$ cat src/rtl/sum_arbiter.sv
// sum_arbiter: round-robin sharing of one registered WIDTH-bit adder among NUM_REQ requesters.
// Each grant runs IDLE->ADD->RESP, returns sum/carry with a one-cycle done pulse and counts completions.
`default_nettype none

module sum_arbiter #(
  parameter int WIDTH   = 8,
  parameter int NUM_REQ = 4,
  parameter int CNT_W   = 16
) (
  input  logic                         clk,
  input  logic                         btn_reset,
  input  logic [NUM_REQ-1:0]           req,
  input  logic [NUM_REQ*WIDTH-1:0]     op_a,
  input  logic [NUM_REQ*WIDTH-1:0]     op_b,
  output logic [NUM_REQ-1:0]           gnt,
  output logic [NUM_REQ-1:0]           done,
  output logic [WIDTH-1:0]             result,
  output logic                         overflow,
  output logic [$clog2(NUM_REQ)-1:0]   last_id,
  output logic                         busy,
  output logic [CNT_W-1:0]             txn_count
);

  localparam int ID_W = $clog2(NUM_REQ);

  typedef enum logic [1:0] {
    S_IDLE = 2'd0,
    S_ADD  = 2'd1,
    S_RESP = 2'd2
  } state_t;

  state_t               state_q, state_d;
  logic [ID_W-1:0]      rr_ptr_q, rr_ptr_d;
  logic [ID_W-1:0]      win_q, win_d;
  logic [ID_W-1:0]      last_id_q, last_id_d;
  logic [NUM_REQ-1:0]   gnt_q, gnt_d;
  logic [NUM_REQ-1:0]   done_q, done_d;
  logic [WIDTH-1:0]     result_q, result_d;
  logic                 overflow_q, overflow_d;
  logic [CNT_W-1:0]     cnt_q, cnt_d;

  logic [ID_W-1:0]      pick;
  logic                 pick_vld;
  int                   scan_idx;
  logic [WIDTH-1:0]     a_sel, b_sel;
  logic [WIDTH:0]       sum;
  logic [ID_W-1:0]      ptr_next;

  // First asserted request at or after rr_ptr, wrapping around.
  always_comb begin
    pick     = '0;
    pick_vld = 1'b0;
    scan_idx = 0;
    for (int k = 0; k < NUM_REQ; k++) begin
      scan_idx = int'(rr_ptr_q) + k;
      if (scan_idx >= NUM_REQ) scan_idx = scan_idx - NUM_REQ;
      if (!pick_vld && req[scan_idx]) begin
        pick     = ID_W'(scan_idx);
        pick_vld = 1'b1;
      end
    end
  end

  always_comb begin
    a_sel    = op_a[int'(win_q)*WIDTH +: WIDTH];
    b_sel    = op_b[int'(win_q)*WIDTH +: WIDTH];
    sum      = {1'b0, a_sel} + {1'b0, b_sel};
    ptr_next = (win_q == ID_W'(NUM_REQ-1)) ? '0 : win_q + ID_W'(1);
  end

  always_comb begin
    state_d    = state_q;
    rr_ptr_d   = rr_ptr_q;
    win_d      = win_q;
    last_id_d  = last_id_q;
    gnt_d      = gnt_q;
    done_d     = done_q;
    result_d   = result_q;
    overflow_d = overflow_q;
    cnt_d      = cnt_q;
    case (state_q)
      S_IDLE: begin
        if (pick_vld) begin
          win_d   = pick;
          gnt_d   = NUM_REQ'(1) << pick;
          state_d = S_ADD;
        end
      end
      S_ADD: begin
        {overflow_d, result_d} = sum;
        done_d    = gnt_q;
        last_id_d = win_q;
        cnt_d     = cnt_q + CNT_W'(1);
        state_d   = S_RESP;
      end
      S_RESP: begin
        gnt_d    = '0;
        done_d   = '0;
        rr_ptr_d = ptr_next;
        state_d  = S_IDLE;
      end
      default: state_d = S_IDLE;
    endcase
  end

  always_ff @(posedge clk or negedge btn_reset) begin
    if (!btn_reset) begin
      state_q    <= S_IDLE;
      rr_ptr_q   <= '0;
      win_q      <= '0;
      last_id_q  <= '0;
      gnt_q      <= '0;
      done_q     <= '0;
      result_q   <= '0;
      overflow_q <= 1'b0;
      cnt_q      <= '0;
    end else begin
      state_q    <= state_d;
      rr_ptr_q   <= rr_ptr_d;
      win_q      <= win_d;
      last_id_q  <= last_id_d;
      gnt_q      <= gnt_d;
      done_q     <= done_d;
      result_q   <= result_d;
      overflow_q <= overflow_d;
      cnt_q      <= cnt_d;
    end
  end

  assign gnt       = gnt_q;
  assign done      = done_q;
  assign result    = result_q;
  assign overflow  = overflow_q;
  assign last_id   = last_id_q;
  assign busy      = (state_q != S_IDLE);
  assign txn_count = cnt_q;

endmodule

`default_nettype wire

$ cat config.mk
export PLATFORM = sky130hd
export DESIGN_NAME = sum_arbiter
export DESIGN_NICKNAME = d
export VERILOG_FILES = /design/src/rtl/sum_arbiter.sv
export SDC_FILE = /design/constraint.sdc
export NUM_CORES = 1
export LEC_CHECK = 0
export BUFFER_PORTS_ARGS = -buffer_cell sky130_fd_sc_hd__buf_2
export CAP_MARGIN = 30
export CORE_UTILIZATION = 30
export DETAILED_ROUTE_END_ITERATION = 16
export HOLD_SLACK_MARGIN = 0.06
export SYNTH_ARGS = -nofsm -noshare
export SYNTH_HDL_FRONTEND = slang
export SYNTH_SLANG_ARGS = --single-unit
$ cat constraint.sdc
create_clock -name clk -period 3.7 [get_ports clk]
set_input_delay 0.74 -clock clk [delete_from_list [all_inputs] [get_ports clk]]
set_output_delay 0.74 -clock clk [all_outputs]
set_load 0.03 [all_outputs]
## Yosys cells after proc, flatten, opt, wreduce, memory -nomap -nowiden

Cells that the tools add are included.

| operators by class | value |
|---|---|
| magnitude comparators | 8 |
| eq/ne operators | 4 |
| mux-type cells | 30 |
| $add $sub $neg | 10 |
| reductions and logical operators | 12 |
| shift-type cells | 3 |

Operators with widths:

| operator | number |
|---|---|
| $lt A32 B4 Y1 const B | 4 |
| $mux W32 | 4 |
| $shiftx A32 B6 Y8 | 2 |
| $add A16 B1 Y16 const B | 1 |
| $pmux W4 S2 | 2 |
| $mux W1 | 12 |
| $mux W2 | 6 |
| $sub A3 B3 Y4 const B | 3 |
| $add A8 B8 Y9 | 1 |
| $ge A3 B3 Y1 const B | 3 |
| $bmux W1 S2 | 4 |
| $add A2 B2 Y3 const B | 2 |
| $reduce_bool A2 Y1 | 3 |
| $eq A2 B2 Y1 const B | 2 |
| $mux W4 | 1 |
| $pmux W2 S2 | 1 |
| $reduce_and A2 Y1 | 2 |
| $shl A1 B2 Y4 const A | 1 |
| $sub A2 B3 Y4 const B | 1 |
| $add A2 B1 Y3 const B | 1 |
| $ge A2 B3 Y1 const B | 1 |
| $logic_and A1 B1 Y1 | 3 |
| $logic_not A1 Y1 | 3 |
| $add A2 B1 Y2 const B | 1 |
| 3 further kinds | 3 |

| word-level totals | value |
|---|---|
| output and inout port bits | 36 |
| bits of input ports | 70 |
| register bits | 41 |

## Depth between registers and ports, before layout

| depth | value |
|---|---|
| depth after elaboration | 18 |
| gate-level depth with buffers | 9 |
| gate-level depth less buffers | 8 |

## Worst setup path after synthesis

OpenSTA, ideal clock, no wires.

| timing path | value |
|---|---|
| path type | input port to flip-flop |
| start | input op_a[24] |
| end | register result_q[6], in the netlist result[6] |
| arrival | 2.608 ns |
| buffers on the path | 0 |
| cell stages on the path | 8 |
| slack | 0.974 ns |
| cell sequence | mux4_2 > ha_1 > fa_1 > a21oi_1 > o211ai_1 > a211oi_1 > nor3_1 > a21o_1 |

| on the way | value |
|---|---|
| cells in the longest elaborated chain, start to end | 2 |

RTL lines:

| element | RTL line | RTL |
|---|---|---|
| start: declaration | 13 | `input logic [NUM_REQ*WIDTH-1:0] op_a,` |
| $shiftx A32 B6 Y8 | 65 | `a_sel = op_a[int'(win_q)*WIDTH +: WIDTH];` |
| $add A8 B8 Y9 | 67 | `sum = {1'b0, a_sel} + {1'b0, b_sel};` |
| end signal: assignment | 124 | `result_q <= result_d;` |
| end: declaration | 38 | `logic [WIDTH-1:0] result_q, result_d;` |

No other way between the ends.
A chain may end at the register's enable or synchronous reset.

## Final worst setup path

| timing path | value |
|---|---|
| start | register win_q[0] |
| end | register overflow_q, in the netlist overflow |

| on the way | value |
|---|---|
| cells in the longest elaborated chain, start to end | 2 |

RTL lines:

| element | RTL line | RTL |
|---|---|---|
| start: declaration | 34 | `logic [ID_W-1:0] win_q, win_d;` |
| start signal: assignment | 120 | `win_q <= win_d;` |
| $shiftx A32 B6 Y8, on equally long branches | 65, 66 |  |
| $add A8 B8 Y9 * | 67 |  |
| end signal: assignment | 125 | `overflow_q <= overflow_d;` |
| end: declaration | 39 | `logic overflow_q, overflow_d;` |

Mark *: on every way between the ends. The rest lies on a longest branch, timed or not.

==> results.tsv <==
stage	metric	value	unit
floorplan	core_area	8175	µm²
timing	setup_viol	0	
synth	yosys_register_bits	41	
setup_path	cp.required	3.87	ns
global_route	gr-max-usage-layer	met2	
placement	routabilityCongestion	0.7542	
setup_path	cp_max_fo	11	
final_layout	drive_above_1_share	44.51	%
synth	synth_xor_area_share	6.275	%
clock_tree	insertion_delay	0.29	ns
floorplan	die_w	93.52	µm
detailed_routing	viasPerCell	4.838	
detailed_routing	dr.pass1.iters	4	
run	drv_cap	0	
global_route	gr-usage-met1	18.97	%
floorplan	fp.dieH	93.52	µm
clock_tree	clockRootBuffer	clkbuf_8	
synth	synth_nets	306	
synth	synthAdderAreaFrac	8.267	%
detailed_routing	drc	0	
placement	dp.cells	424	
detailed_routing	antenna_left	0	
synth	yosysWarnings	0	
clock_tree	clk_pin_slew	0.09	ns
final_layout	insertedDiodeCount	0	
synth	syn_area_per_cell	11.42	µm²
floorplan	rows	33	
setup_path	worstPathCellList	mux4_2 > ha_1 > fa_1 > a21oi_1 > o211ai_1 > and3b_1 > o21ai_0 > a31oi_1	
power_and_ir_drop	finalPower	0.002815	W
synth	ys_types	41	
global_route	grt_pass1_vias	2104	
detailed_routing	vias	2095	
global_route	gr-total-overflow	0	
final_layout	nets	413	
global_route	grt_pass1_wl	10.03	mm
synth	synth_top_family_by_area	multiplexers	
setup_path	worst_ep_arrival_time	3.16	ns
clock_tree	numCtsBuffers	5	
setup_path	cp_slowest_cell	dfrtp_1	
timing	fin_tns_setup	0	ns
clock_tree	postCtsSetupBuffers	0	
clock_tree	ctsResizeCount	0	
floorplan	dieArea	8745	µm²
run_status	outcome	completed	
global_route	antenna_found_initial	0	
placement	place_area	3153	µm²
setup_path	path_class	reg2reg	
placement	dp_hpwl	4.922	mm
synth	synth-compound-area-share	10.16	%
detailed_routing	drt_iter0_drc	49	
timing	hold_violations	0	
setup_path	endpoint_kind	flop	
detailed_routing	wirelength	6.198	mm
synth	syn_area	2512	µm²
setup_path	cp_slowest_stage_delay	0.72	ns
synth	synth_simple_gate_area_share	12.65	%
final_layout	layout_commonest_cell	buf_2	
clock_tree	cts_max_path_buffers	2	
synth	yosysSeqAreaShare	40.84	%
clock_tree	clock-sinks	41	
worst_hold_path	hold_class	in2async	
final_layout	layout_common_cells	105 x buf_2, 41 x dfrtp_1, 16 x mux4_2, 16 x nand2_1, 15 x ha_1	
global_route	track_usage	14.97	%
timing	finClkSkew	0.008989	ns
final_layout	final_util	40.19	%
synth	synth_cells	220	
timing	fin_crit	2.990	ns
timing	maxSlewHeadroom	58.64	%
global_route	grt_max_degree	42	
setup_path	start_kind	flop	
detailed_routing	drt-wirelength-per-cell	14.31	µm
final_layout	post-route-cell-area	3286	µm²
floorplan	ios	106	
power_and_ir_drop	leakage	1.567	nW
power_and_ir_drop	power.density	856.9	nW/µm²
setup_path	critPathBufInv	0	
global_route	use_met2	25.61	%
floorplan	floorplan.initialDensity	30.73	%
timing	fmax	0.3344	GHz
synth	synth_mux_area_share	18.77	%
timing	slew_viol_final	0	
placement	io_buffers	105	
timing	rsz0062_at_grt	no	
setup_path	path_delay_family	flip-flops	
timing	period_share	80.82	%
clock_tree	tritoncts	done	
timing	worst_pin_slew	0.6153	ns
final_layout	fin_cells	433	
final_layout	area_growth	30.78	%
clock_tree	htree_levels	2	
global_route	grtUsageMet3	3.089	%
clock_tree	hold_buffers	0	
power_and_ir_drop	vdd_drop_max	455.3	µV
## Yosys cell counts (all sizes together)
| library cell | instances | area share (%) |
|---|---|---|
| nor2 | 11 | 1.6 |
| fa | 1 | 0.80 |
| a211oi | 3 | 0.90 |
| a21oi | 9 | 1.8 |
| and3 | 1 | 0.25 |
| nor3 | 4 | 0.80 |
| inv | 10 | 1.5 |
| o211ai | 3 | 0.90 |
| nand2 | 17 | 2.6 |
| xnor2 | 14 | 4.9 |
| buf | 5 | 0.90 |
| o31ai | 1 | 0.30 |
| mux4 | 16 | 14 |
| o21ai | 12 | 2.4 |
| mux2i | 1 | 0.40 |
| o2bb2ai | 2 | 0.70 |
| o21bai | 1 | 0.30 |
| nand2b | 3 | 0.75 |
| a31oi | 4 | 1.0 |
| clkbuf | 4 | 0.65 |
| mux2 | 9 | 4.0 |
| o22a | 1 | 0.35 |
| nand3 | 5 | 1.0 |
| o21a | 1 | 0.30 |
| nor4 | 1 | 0.50 |
| nand4 | 4 | 1.0 |
| a21o | 3 | 0.90 |
| dfrtp | 41 | 41 |
| and4 | 3 | 1.2 |
| o221ai | 1 | 0.35 |
| ha | 15 | 7.5 |
| nor2b | 3 | 0.75 |
| xor2 | 4 | 1.4 |
| and3b | 1 | 0.35 |
| nand3b | 3 | 0.90 |
| nor3b | 2 | 0.60 |
| or3 | 1 | 0.25 |
## final cells by class
| type | instances | area [µm²] |
|---|---|---|
| repair buffers | 109 | 568.0 |
| inverters | 10 | 37.54 |
| flip-flops and latches | 41 | 1026 |
| clock buffers | 5 | 68.82 |
| well taps | 105 | 131.4 |
| fillers | 814 | 4890 |
| clock inverters | 3 | 43.79 |
| multi-input cells | 160 | 1410 |
## routing by layer
layer	vias to the layer above	wire length, µm
met5	-	0
met4	0	80
met1	1002	2760
li1	1022	-
met2	63	3068
met3	8	289
## flip-flops by register name, indices dropped and copies added (netlist names)
| signal | count |
|---|---|
| last_id | 2 |
| rr_ptr_q | 2 |
| done | 4 |
| gnt | 4 |
| state_q | 2 |
| win_q | 2 |
| result | 8 |
| overflow | 1 |
| txn_count | 16 |
## metrics by stage
| stage | setup slack, ns | hold slack [ns] |
|---|---|---|
| floorplan | 0.9738 | 0.4444 |
| global placement | 0.7555 | 0.4552 |
| detailed placement | 0.6692 | 0.4653 |
| CTS | 0.6515 | 0.4773 |
| global route | 0.4236 | 0.3444 |
| finish | 0.7095 | 0.3460 |
## where the power goes
part / internal (W) / switching (W) / leakage, nW
registers: 0.000614 / 0.000156 / 0.520
logic: 0.000734 / 0.000946 / 0.989
clock network: 0.000202 / 0.000163 / 0.0585
total: 0.00155 / 0.00127 / 1.57
## cell families (layout without fill, tap and decap cells)
| family | count (synthesis) | count (layout) |
|---|---|---|
| compound gates | 41 | 41 |
| xor+xnor | 18 | 18 |
| fa+ha+maj | 16 | 16 |
| buf+inv | 19 | 127 |
| flops | 41 | 41 |
| mux | 26 | 26 |
| simple gates | 59 | 59 |
## path summary, 6_finish.rpt
kind | depth (start not counted) | to | from | slack, ns
max reg2reg | 8 | overflow$_DFFE_PN0N_ | win_q[0]$_DFFE_PN0P_ | 0.71
min | 1 | txn_count[9]$_DFFE_PN0N_ | btn_reset | 0.35
max in group asynchronous | 2 | last_id[0]$_DFFE_PN0N_ | btn_reset | 2.90
max | 8 | overflow$_DFFE_PN0N_ | win_q[0]$_DFFE_PN0P_ | 0.71
min reg2reg | 1 | txn_count[15]$_DFFE_PN0N_ | txn_count[15]$_DFFE_PN0N_ | 0.47
min in group clk | 1 | txn_count[15]$_DFFE_PN0N_ | txn_count[15]$_DFFE_PN0N_ | 0.47
No activity file was read; power rests on OpenSTA's default activity.
